## config.mk

```make
export PLATFORM = sky130hd
export DESIGN_NAME = obstacle_pool_control
export DESIGN_NICKNAME = d
export VERILOG_FILES = /design/src/rtl/obstacle_pool_control.sv
export SDC_FILE = /design/constraint.sdc
export NUM_CORES = 1
export LEC_CHECK = 0
export BUFFER_PORTS_ARGS = -buffer_cell sky130_fd_sc_hd__buf_2
export CORE_ASPECT_RATIO = 0.9
export CORE_UTILIZATION = 45
export CTS_CLUSTER_DIAMETER = 30
export DETAILED_ROUTE_END_ITERATION = 10
export PLACE_DENSITY = 0.65
export SKIP_CTS_REPAIR_TIMING = 1
export SLEW_MARGIN = 40
export SYNTH_ARGS = -nofsm -noshare
export SYNTH_HDL_FRONTEND = slang
export SYNTH_SLANG_ARGS = --single-unit
```

## constraint.sdc

```tcl
create_clock -name clk -period 4.05 [get_ports clk]
set_clock_uncertainty 0.15 [all_clocks]
set_input_delay 0.81 -clock clk [delete_from_list [all_inputs] [get_ports clk]]
set_output_delay 0.81 -clock clk [all_outputs]
set_load 0.02 [all_outputs]
```

## src/rtl/obstacle_pool_control.sv

```systemverilog
// Obstacle pool: spawns obstacles on a fixed tick gap into free slots, moves them left,
// runs the per-slot vertical motion profile and despawns on hit, left exit or arc end.
module obstacle_pool_control #(
    parameter int          NUM_OBS    = 3,
    parameter logic [9:0]  OBS_W      = 10'd30,
    parameter logic [9:0]  OBS_H      = 10'd30,
    parameter logic [9:0]  X_SPEED    = 10'd5,
    parameter logic [9:0]  Y_STEP     = 10'd3,
    parameter logic [9:0]  Y_INIT     = 10'd50,
    parameter logic [9:0]  Y_BASELINE = 10'd315,
    parameter logic [9:0]  X_START    = 10'd640,
    parameter int          SPAWN_GAP  = 40
) (
    input  logic                    clk,
    input  logic                    rst,
    input  logic                    game_en,
    input  logic [NUM_OBS-1:0]      collision,
    input  logic [9:0]              y_amplitude_in,
    input  logic [1:0]              mode_in,
    output logic [NUM_OBS-1:0]      obs_active,
    output logic [10*NUM_OBS-1:0]   obs_x_flat,
    output logic [10*NUM_OBS-1:0]   obs_y_flat,
    output logic [9:0]              obstacle_width,
    output logic [9:0]              obstacle_height,
    output logic                    spawn_pulse,
    output logic [7:0]              passed_count
);
    localparam int unsigned CW = (SPAWN_GAP > 1) ? $clog2(SPAWN_GAP) : 1;
    localparam logic [CW-1:0] CNT_LAST = CW'(SPAWN_GAP - 1);
    localparam logic [9:0] Y_MIN_START = Y_BASELINE - OBS_H;

    typedef enum logic [2:0] {
        S_IDLE, S_ASCEND, S_DESCEND, S_FLAT_LO, S_FLAT_HI
    } slot_state_t;

    slot_state_t        state      [NUM_OBS];
    slot_state_t        state_next [NUM_OBS];
    logic [9:0]         x_pos      [NUM_OBS];
    logic [9:0]         x_next     [NUM_OBS];
    logic [9:0]         y_off      [NUM_OBS];
    logic [9:0]         y_off_next [NUM_OBS];
    logic [9:0]         amp        [NUM_OBS];
    logic [9:0]         amp_next   [NUM_OBS];
    logic [CW-1:0]      cnt, cnt_next;
    logic               pulse_next;
    logic [7:0]         passed_next;
    logic [NUM_OBS-1:0] active_next;
    logic [NUM_OBS-1:0] take;
    logic               taken;
    logic               do_spawn;
    logic [2:0]         exits;
    logic [8:0]         psum;

    // Arc peak / high-mode offset, clamped so the obstacle never rises above the screen top.
    function automatic logic [9:0] peak_of(input logic [9:0] a);
        logic [10:0] sum;
        sum = {1'b0, Y_INIT} + {1'b0, a};
        return (sum >= {1'b0, Y_MIN_START}) ? Y_MIN_START : sum[9:0];
    endfunction

    assign obstacle_width  = OBS_W;
    assign obstacle_height = OBS_H;

    always_ff @(posedge clk or negedge rst) begin
        if (!rst) begin
            for (int i = 0; i < NUM_OBS; i++) begin
                state[i] <= S_IDLE;
                x_pos[i] <= X_START;
                y_off[i] <= '0;
                amp[i]   <= '0;
            end
            cnt          <= '0;
            spawn_pulse  <= 1'b0;
            passed_count <= '0;
            obs_active   <= '0;
        end else begin
            state        <= state_next;
            x_pos        <= x_next;
            y_off        <= y_off_next;
            amp          <= amp_next;
            cnt          <= cnt_next;
            spawn_pulse  <= pulse_next;
            passed_count <= passed_next;
            obs_active   <= active_next;
        end
    end

    always_comb begin
        state_next  = state;
        x_next      = x_pos;
        y_off_next  = y_off;
        amp_next    = amp;
        cnt_next    = cnt;
        pulse_next  = 1'b0;
        passed_next = passed_count;
        active_next = obs_active;
        take        = '0;
        taken       = 1'b0;
        do_spawn    = 1'b0;
        exits       = '0;
        psum        = '0;

        // Lowest-index slot idle at the start of the tick.
        for (int i = 0; i < NUM_OBS; i++) begin
            if (state[i] == S_IDLE && !taken) begin
                take[i] = 1'b1;
                taken   = 1'b1;
            end
        end

        if (game_en) begin
            if (cnt == CNT_LAST) begin
                do_spawn = taken;
                if (taken) cnt_next = '0;
            end else begin
                cnt_next = cnt + CW'(1);
            end
            pulse_next = do_spawn;

            for (int i = 0; i < NUM_OBS; i++) begin
                if (state[i] == S_IDLE) begin
                    if (do_spawn && take[i]) begin
                        amp_next[i] = y_amplitude_in;
                        x_next[i]   = X_START;
                        case (mode_in)
                            2'b01: begin
                                state_next[i] = S_FLAT_LO;
                                y_off_next[i] = '0;
                            end
                            2'b10: begin
                                state_next[i] = S_FLAT_HI;
                                y_off_next[i] = peak_of(y_amplitude_in);
                            end
                            default: begin
                                state_next[i] = S_ASCEND;
                                y_off_next[i] = Y_INIT;
                            end
                        endcase
                    end
                end else if (collision[i] || x_pos[i] <= X_SPEED
                             || (state[i] == S_DESCEND && y_off[i] <= Y_STEP)) begin
                    // Hit beats left exit, so a hit on the last step is not counted as passed.
                    if (!collision[i] && x_pos[i] <= X_SPEED) exits = exits + 3'd1;
                    state_next[i] = S_IDLE;
                    x_next[i]     = X_START;
                    y_off_next[i] = '0;
                end else begin
                    x_next[i] = x_pos[i] - X_SPEED;
                    case (state[i])
                        S_ASCEND: begin
                            if ({1'b0, y_off[i]} + {1'b0, Y_STEP} >= {1'b0, peak_of(amp[i])}) begin
                                y_off_next[i] = peak_of(amp[i]);
                                state_next[i] = S_DESCEND;
                            end else begin
                                y_off_next[i] = y_off[i] + Y_STEP;
                            end
                        end
                        S_DESCEND: y_off_next[i] = y_off[i] - Y_STEP;
                        default: ;
                    endcase
                end
            end

            psum        = {1'b0, passed_count} + 9'(exits);
            passed_next = (psum > 9'd255) ? 8'hFF : psum[7:0];
            for (int i = 0; i < NUM_OBS; i++) begin
                active_next[i] = (state_next[i] != S_IDLE);
            end
        end
    end

    // Idle slots park off-screen on the ground line.
    always_comb begin
        obs_x_flat = '0;
        obs_y_flat = '0;
        for (int i = 0; i < NUM_OBS; i++) begin
            obs_x_flat[10*i +: 10] = (state[i] == S_IDLE) ? X_START : x_pos[i];
            obs_y_flat[10*i +: 10] = (state[i] == S_IDLE) ? Y_MIN_START
                                                           : Y_MIN_START - y_off[i];
        end
    end
endmodule
```

==> impl_metrics.ini, run 1 <==
[status]
status = complete, no violations

[logic_synthesis]
synth.area.top_cells = dfrtp_1 (27%), ha_1 (9.0%), nand2_1 (4.8%)
yosysWarnings = 0
synth_seq_cells = 117
seq_area_frac_synth_pct = 28.2
synthArstFlopShare_pct = 100
yosysTopAreaCellShare_pct = 26.7
yosys_most_used_dff = dfrtp_1
synth.distinct_cells = 95
postSynthCellCount = 1284
yosysTopAreaCell = dfrtp_1
synthesis.area_sq_um = 10400
synth-edff-count = 0
syn-mean-instance-area_sq_um = 8.10

[clocking]
cts_tree = built
clock_latency_ns = 0.43
cts.path.max_buffers = 2
path_clk_slew_ns = 0.06
cts_buffers = 17
h-tree-depth = 4
clock_sinks = 117
cts_root_buf = clkbuf_16

[die]
die_h_microns = 146
die-width_microns = 162
die-area_sq_um = 23700
initial_core_util_pct = 46.1
pin_count = 110
rows = 52
coreArea_sq_um = 22600

[final_layout]
layout.nets = 1499
area_delta_synth_final_pct = 17.9
instances_no_fill = 1715
antenna_cells = 0
drive_gt1_share_pct = 21.6

[global_routing]
first_global_vias = 9381
grt_pass1_wl_microns = 48900
overflow = 0
grt_antenna_before_repair = 0
grt.total_usage_pct = 25.7
grt_max_degree = 51

[sta]
hold_viol = 0
worstMarginPinSlew_ns = 0.752
finalSetupViolations = 0
period_needed_ns = 3.90
rsz0062_at_grt = true
slew_headroom_pct = 49.4
slew_viol_final = 0
fmax_mhz = 256
finalCritPeriodShare_pct = 96.3

[routing]
viasPerCell = 5.82
first_iter_violations = 792
wl_per_cell_microns = 17.6
via_count = 9978
ant_nets = 0
drc = 0
drtPass1Iterations = 5
wl_microns = 30100

[setup_path]
cp-start-kind = register
cp.depth = 15
worstRegToRegCells = 15
worstPathRequired_ns = 4.20
path_class = reg2reg
path_buf_inv = 2
critical-path-max-stage-delay_ns = 0.38
crit_path_end_kind = register
cp_cell_sequence = ha_1, a211o_4, and3_1, o41a_1, o311ai_2, and2_4, buf_4, buf_4, nor2_1, ha_1, a41o_1, a21o_4, a31o_2, a221oi_2, a31oi_1
path_delay_family = compound AO/OA/AOI/OAI gates
critPathMaxFanout = 7
slowest_stage = dfrtp_1
crit_arrival_ns = 4.05

[place]
dp_cells = 1677
port_buffers = 89
place_congestion = 0.981
dp_hpwl_microns = 22300

[power]
powerDensity_nw_per_um2 = 597
power.total_uw = 7330
peakVddDrop_uv = 322
p_leak_uw = 0.00552

[flow_run]
drv_cap = 0

[min_path]
min_path_type = in2async
-- where the power goes --
| part | internal [uW] | total (uW) | switching, uW |
|---|---|---|---|
| Clock | 877 | 1520 | 644 |
| Sequential | 1470 | 1870 | 400 |
| Combinational | 1640 | 3940 | 2300 |
-- flip-flops by register name, summed over array words and instances (netlist names) --
signal,flops
amp,30
cnt,6
x_pos,30
y_off,30
obs_active,3
passed_count,8
spawn_pulse,1
state,9
-- worst reg2reg max path, delay by kind of cell (launching register included) --
kind / cells / cell delay [ns]
AOI/OAI and AO/OA: 8 / 2.09
adders and majority gates: 2 / 0.50
and+or+nand+nor: 3 / 0.43
DFF: 1 / 0.38
buffers and inverters: 2 / 0.22
-- synthesized netlist by cell type, drive strengths merged, types with 6 or more instances --
cell	count
nor3	35
dfrtp	111
clkbuf	54
o31a	6
xor2	39
a41oi	8
xnor2	44
buf	38
mux2	25
inv	53
or3	18
o22a	6
nor2b	14
o21a	12
nand4	14
a211oi	13
nand2b	25
nand3	42
mux2i	8
and2	24
a21oi	75
o31ai	18
o311ai	10
or2	9
o21ai	80
and3	14
a31oi	22
nand2	133
dfstp	6
ha	75
nor2	130
a21o	19
o211ai	7
-- stage by stage --
stage	setup TNS, ns	hold slack [ns]	cell area, sq um	worst slack (ns)	util (%)
finish	0	0.273	12300	0.149	54.3
global route	-0.0555	0.321	12300	-0.0204	54.3
CTS	-0.145	0.296	12000	-0.0693	53.3
detailed placement	-0.0631	0.330	11500	-0.0250	50.8
global placement	0	0.332	11500	0.0468	50.7
floorplan	0	0.309	10500	0.00372	-
-- placed cells by master (no fill, tap or decap), drive strengths merged, types with 22 or more instances in the layout --
cell and instances:
buf 173, nand2 133, nor2 130, dfrtp 111
o21ai 80, ha 75, a21oi 75, inv 60
xnor2 44, nand3 42, xor2 39, nor3 35
nand2b 25, mux2 25, and2 24, conb 23
a31oi 22
-- final timing paths --
path                               startpoint                        end  slack [ns]
max                        amp[1]$_DFFE_PN0P_  obs_active[2]$_DFFE_PN0P_        0.15
min                                       rst       x_pos[4]$_DFFE_PN0P_        0.27
max reg2reg                amp[1]$_DFFE_PN0P_  obs_active[2]$_DFFE_PN0P_        0.15
min reg2reg                cnt[4]$_DFFE_PN0P_         cnt[4]$_DFFE_PN0P_        0.34
max in group asynchronous                 rst      x_pos[17]$_DFFE_PN1P_        2.60
min in group clk           cnt[4]$_DFFE_PN0P_         cnt[4]$_DFFE_PN0P_        0.34
-- routing by layer --
layer  global-route usage (%)  vias up  part of all wire, %
li1                         -     4810                    -
met1                     36.7     4823                   48
met2                     40.0      305                   46
met3                     3.66       40                  4.8
met4                     7.26        0                  1.5
met5                        0        -                    0
-- cells by family (layout without fill, tap and decap cells) --
| kind of cell | Yosys count | count (layout) | synth area share [%] |
|---|---|---|---|
| AO/OA/AOI/OAI | 336 | 336 | 22.3 |
| XOR/XNOR | 83 | 83 | 6.99 |
| adder cells (fa/ha/maj) | 76 | 76 | 9.21 |
| buffers and inverters | 147 | 260 | 6.36 |
| flip-flops | 117 | 117 | 28.2 |
| multiplexers | 33 | 33 | 3.48 |
| other | 2 | 23 | 0.0722 |
| AND/OR/NAND/NOR | 490 | 490 | 23.4 |
-- area by class of cell --
class | instances | area (sq um)
Timing Repair Buffer | 173 | 1090
Multi-Input combinational cell | 1041 | 7080
Fill cell | 2107 | 10300
Clock buffer | 18 | 439
Clock inverter | 14 | 140
Inverter | 55 | 206
Sequential cell | 117 | 2940
Tap cell | 297 | 372
No activity file was read; power rests on OpenSTA's default activity.
==> inputs of run 2 (changes only) <==
--- a/config.mk
+++ b/config.mk
@@ -5,12 +5,13 @@
 export SDC_FILE = /design/constraint.sdc
 export NUM_CORES = 1
 export LEC_CHECK = 0
-export BUFFER_PORTS_ARGS = -buffer_cell sky130_fd_sc_hd__buf_2
 export CORE_ASPECT_RATIO = 0.9
 export CORE_UTILIZATION = 45
 export CTS_CLUSTER_DIAMETER = 30
 export DETAILED_ROUTE_END_ITERATION = 10
-export PLACE_DENSITY = 0.65
+export DONT_BUFFER_PORTS = 1
+export MAX_ROUTING_LAYER = met4
+export PLACE_DENSITY = 0.61
 export SKIP_CTS_REPAIR_TIMING = 1
 export SLEW_MARGIN = 40
 export SYNTH_ARGS = -nofsm -noshare
==> run 2 against run 1 <==
Against the previous run: design area is 3.7% lower; combinational power fell by 7.4%; flip-flop and latch count stayed put; critical path depth unchanged; clock-buffer cell count rose by 2; sequential power rose by 2%; register-to-register slack about the same; first-iteration DRC count down 14%; clock power fell by 5%; critical path type unchanged.
==> impl_metrics.ini, run 2 (synthesis results as in run 1) <==
[status]
status = complete, no violations

[routing]
drtPass1Iterations = 5
ant_nets = 0
wl_per_cell_microns = 18.3
drc = 0
wl_microns = 29800
via_count = 9671
first_iter_violations = 681
viasPerCell = 5.93

[final_layout]
layout_common_cells = nand2_1 (131), nor2_1 (128), dfrtp_1 (111)
fin_util_pct = 52.3
area_delta_synth_final_pct = 13.5
multi_input_area_sq_um = 7050
antenna_cells = 0
layout_commonest_cell = nand2_1
instances_no_fill = 1632
fillers = 2155
layout.nets = 1416
regArea_sq_um = 2940
reg_top3 = amp x30, x_pos x30, y_off x30
drive_gt1_share_pct = 16.2

[place]
dp_cells = 1594
dp_hpwl_microns = 21700
port_buffers = 0
place_congestion = 0.930

[die]
die-area_sq_um = 23700
die-width_microns = 162
rows = 52
coreArea_sq_um = 22600
pin_count = 110
die_h_microns = 146
initial_core_util_pct = 46.1

[min_path]
min_path_type = in2async

[power]
switchingPower_uw = 3190
switching_share_pct = 45.5
seqPwrFrac_pct = 27.2
p_leak_uw = 0.00516
powerDensity_nw_per_um2 = 594
peakVddDrop_uv = 250
p_int_uw = 3820
p_comb_share_pct = 52.1
clockPowerShare_pct = 20.7

[global_routing]
grt_antenna_before_repair = 0
overflow = 0
grt_pass1_wl_microns = 47400
grt.total_usage_pct = 25.8
first_global_vias = 8990
grt_max_degree = 118

[setup_path]
r2r_slack_ns = 0.15
endpoint = obs_active[0]$_DFFE_PN0P_
path_class = reg2reg
critPathMaxFanout = 5
r2r_end = obs_active[0]$_DFFE_PN0P_
critical-path-max-stage-delay_ns = 0.47
worstSetupStartpoint = amp[21]$_DFFE_PN0P_
path_delay_family = compound AO/OA/AOI/OAI gates
worstRegToRegCells = 15
crit_path_end_kind = register
cp_cell_sequence = ha_1, a211o_1, or4_1, o31a_2, o31a_2, or2_2, ha_1, nand2b_1, a31oi_2, o21bai_2, buf_4, a21o_4, a31oi_1, o21ai_1, or3b_1
worstPathRequired_ns = 4.20
slowest_stage = or4_1
cp.depth = 15
path_buf_inv = 1
cp-start-kind = register
regToRegStartpoint = amp[21]$_DFFE_PN0P_
crit_arrival_ns = 4.05

[clocking]
path_clk_slew_ns = 0.06
cts_tree = built
cts_root_buf = clkbuf_16
h-tree-depth = 4
cts_buffers = 17
cts.path.max_buffers = 2
clock_latency_ns = 0.43
clock_sinks = 117

[sta]
slew_headroom_pct = 53.2
slew_viol_final = 0
hold_viol = 0
period_needed_ns = 3.90
worstMarginPinSlew_ns = 0.698
finalCritPeriodShare_pct = 96.4
fmax_mhz = 256
finalSetupViolations = 0

[flow_run]
drv_cap = 0
## run 2: cell count changes in the layout (fill, tap and decap cells not counted), sizes merged
cell      before  now
clkinv         6    9
clkbuf        18   20
clkinvlp       2    3
buf          173   90
inv           60   54
## run 2: worst register-to-register path: stages (launching register included)
cell and delay (ns):
dfrtp_1 0.38, ha_1 0.21, a211o_1 0.31, or4_1 0.47, o31a_2 0.13, o31a_2 0.13
or2_2 0.29, ha_1 0.27, nand2b_1 0.15, a31oi_2 0.16, o21bai_2 0.11, buf_4 0.16
a21o_4 0.23, a31oi_1 0.16, o21ai_1 0.10, or3b_1 0.34
## run 2: layout make-up
class	instances	share of cell area, %
well taps	297	3.15
multi-input cells	1041	59.7
repair buffers	90	5.89
clock inverters	12	0.911
inverters	55	1.75
clock buffers	20	3.78
flip-flops and latches	117	24.8
## run 2: power groups by stage
stage,clock (uW),combinational (uW),sequential (uW)
after floorplan,0,2680,1750
after global placement,0,3420,1910
after detailed placement,0,3470,1910
after CTS,1460,3490,1890
after global routing,1510,4030,1950
final,1450,3650,1910
## run 2: worst min-delay path by stage
| stage | cells after the start | startpoint | slack [ns] | to |
|---|---|---|---|---|
| 2_1_floorplan | 1 | cnt[4]$_DFFE_PN0P_ | 0.31 | cnt[4]$_DFFE_PN0P_ |
| 3_3_place_gp | 2 | x_pos[1]$_DFFE_PN0P_ | 0.33 | x_pos[1]$_DFFE_PN0P_ |
| 3_5_place_dp | 1 | cnt[4]$_DFFE_PN0P_ | 0.34 | cnt[4]$_DFFE_PN0P_ |
| 4_1_cts | 0 | rst | -0.09 | x_pos[5]$_DFFE_PN0P_ |
| 5_1_grt | 0 | rst | 0.05 | x_pos[9]$_DFFE_PN1P_ |
| 6_report | 0 | rst | 0.07 | x_pos[9]$_DFFE_PN1P_ |
## run 2: layer usage
| layer | wire length [microns] | up-vias | global-route usage [%] |
|---|---|---|---|
| met5 | 0 | - | - |
| met4 | 456 | 0 | 6.70 |
| met3 | 1760 | 30 | 4.69 |
| met2 | 13500 | 287 | 38.7 |
| met1 | 14100 | 4717 | 35.6 |
| li1 | - | 4637 | - |
## run 2: metrics by stage
stage	setup slack, ns	power [uW]	hold WS [ns]	cell area (sq um)	TNS [ns]
final	0.146	7010	0.0685	11800	0
after global routing	-0.0481	7500	0.0535	11800	-0.226
after CTS	-0.0903	6850	-0.0883	11600	-0.322
after detailed placement	-0.0727	5380	0.338	11000	-0.229
after global placement	0.0493	5330	0.334	11000	0
after floorplan	0.00372	4430	0.309	10500	0
==> inputs of run 3 (changes only) <==
--- a/config.mk
+++ b/config.mk
@@ -6,12 +6,12 @@
 export NUM_CORES = 1
 export LEC_CHECK = 0
 export CORE_ASPECT_RATIO = 0.9
-export CORE_UTILIZATION = 45
+export CORE_UTILIZATION = 58
 export CTS_CLUSTER_DIAMETER = 30
 export DETAILED_ROUTE_END_ITERATION = 10
 export DONT_BUFFER_PORTS = 1
 export MAX_ROUTING_LAYER = met4
-export PLACE_DENSITY = 0.61
+export PLACE_DENSITY = 0.73
 export SKIP_CTS_REPAIR_TIMING = 1
 export SLEW_MARGIN = 40
 export SYNTH_ARGS = -nofsm -noshare
==> constraint.sdc (replaced) <==
create_clock -name clk -period 4.36 [get_ports clk]
set_clock_uncertainty 0.15 [all_clocks]
set_input_delay 0.872 -clock clk [delete_from_list [all_inputs] [get_ports clk]]
set_output_delay 0.872 -clock clk [all_outputs]
set_load 0.02 [all_outputs]
==> run 3 against run 2 <==
Against the previous run: first-iteration DRC count rose by 43%; non-clock buffer count decreased by 43; largest power group unchanged; critical endpoint is now passed_count[3]$_DFFE_PN0P_; final cell count is 6.1% lower; worst hold slack improved by 0.072 ns; core utilization is 12 points higher; highest routed layer unchanged; register-to-register slack worse by 0.02 ns.
==> impl_metrics.ini, run 3 (synthesis results as in run 1) <==
[sta]
hold_viol = 0
worstMarginPinSlew_ns = 0.889
slew_viol_final = 0
period_needed_ns = 4.24
slew_headroom_pct = 40.6
worst_slack_ns = 0.124
finalCritPeriodShare_pct = 97.2
fmax_mhz = 236
finalSetupViolations = 0
hold-worst-slack_ns = 0.140

[die]
rows = 46
initial_core_util_pct = 59.1
pin_count = 110
die-width_microns = 143
die-area_sq_um = 18500
die_h_microns = 129
coreArea_sq_um = 17600

[setup_path]
path_class = reg2reg
endpoint = passed_count[3]$_DFFE_PN0P_
r2r_slack_ns = 0.12
path_delay_family = simple AND/OR/NAND/NOR gates
worstRegToRegCells = 18
crit_path_frequent_cell = inv_1
worstPathRequired_ns = 4.58
cp_cell_sequence = inv_1, ha_1, or3b_4, a41o_1, or2_4, nand2_1, mux2_2, ha_1, mux2_2, inv_1, fa_2, nor2b_1, o21a_1, nand3_1, inv_1, a31oi_4, a211oi_1, a21o_1
crit_arrival_ns = 4.45
critical-path-max-stage-delay_ns = 0.42
cp-start-kind = register
path_buf_inv = 3
critPathMaxFanout = 5
regToRegStartpoint = x_pos[10]$_DFFE_PN0P_
cp.depth = 18
crit_path_end_kind = register
worstSetupStartpoint = x_pos[10]$_DFFE_PN0P_
r2r_end = passed_count[3]$_DFFE_PN0P_
slowest_stage = dfrtp_1

[place]
port_buffers = 0
place_congestion = 0.935
dp_cells = 1495
dp_hpwl_microns = 20500
pre_cts_slack_ns = -0.00292

[clocking]
h-tree-depth = 4
clock_latency_ns = 0.42
cts_buffers = 17
cts_tree = built
cts.path.max_buffers = 2
cts_root_buf = clkbuf_16
path_clk_slew_ns = 0.06
clock_sinks = 117

[final_layout]
layout_common_cells = nand2_1 (132), nor2_1 (128), dfrtp_1 (111)
drive_gt1_share_pct = 12.2
antenna_cells = 0
area_delta_synth_final_pct = 9.28
fin_util_pct = 64.6
fillers = 1535
layout_commonest_cell = nand2_1
layout.nets = 1373
instances_no_fill = 1532
reg_top3 = amp x30, x_pos x30, y_off x30

[global_routing]
grt_max_degree = 118
first_global_vias = 8783
grt_pass1_wl_microns = 45600
grt.total_usage_pct = 32.4
grt_antenna_before_repair = 0
overflow = 0

[routing]
ant_nets = 0
drc = 0
wl_microns = 28700
viasPerCell = 6.29
drtPass1Iterations = 5
first_iter_violations = 975
via_count = 9629
wl_per_cell_microns = 18.7

[flow_run]
drv_cap = 0

[power]
power.total_uw = 6360
peakVddDrop_uv = 368
p_leak_uw = 0.00497
powerDensity_nw_per_um2 = 559

[status]
status = complete, no violations

[min_path]
min_path_type = in2async
==> run 3: cell types whose count changed in the layout (fill, tap and decap cells not counted), sizes merged <==
| cell | before | now |
|---|---|---|
| buf | 90 | 46 |
| bufinv | 1 | 2 |
| clkbuf | 20 | 19 |
| clkinv | 9 | 7 |
| clkinvlp | 3 | 2 |
| dlygate4sd3 | 0 | 1 |
| inv | 54 | 57 |
==> run 3: how the worst min path moves through the flow <==
stage                            endpoint  cells after the start
detailed placement   x_pos[1]$_DFFE_PN0P_                      2
global route         x_pos[7]$_DFFE_PN1P_                      0
global placement    x_pos[11]$_DFFE_PN0P_                      2
finish               x_pos[7]$_DFFE_PN1P_                      0
floorplan              cnt[4]$_DFFE_PN0P_                      1
CTS                  x_pos[4]$_DFFE_PN0P_                      0
==> run 3: area by class of cell <==
| cell class | count | area [sq um] | share of cell area [%] |
|---|---|---|---|
| multi-input cells | 1041 | 6950 | 61.1 |
| inverters | 55 | 206 | 1.82 |
| well taps | 240 | 300 | 2.64 |
| flip-flops and latches | 117 | 2940 | 25.8 |
| clock inverters | 13 | 146 | 1.29 |
| clock buffers | 19 | 443 | 3.90 |
| repair buffers | 47 | 388 | 3.41 |
==> run 3: routing by layer <==
layer	vias up	GRT usage, %	routed length [microns]
li1	4556	-	-
met2	368	47.3	12800
met1	4644	44.8	13300
met5	-	-	0
met3	61	6.87	1950
met4	0	9.93	660
==> run 3: report_power, final <==
part / internal (uW) / total, uW / switching, uW
logic: 1220 / 3100 / 1880
clock network: 863 / 1420 / 561
registers: 1360 / 1830 / 468
total: 3450 / 6360 / 2910
==> run 3: per-stage QoR <==
step | instance area, sq um | setup TNS, ns
after global placement | 10700 | 0
final | 11400 | 0
after detailed placement | 10700 | -0.00292
after CTS | 11300 | -0.107
after global routing | 11400 | -0.123
after floorplan | 10500 | 0
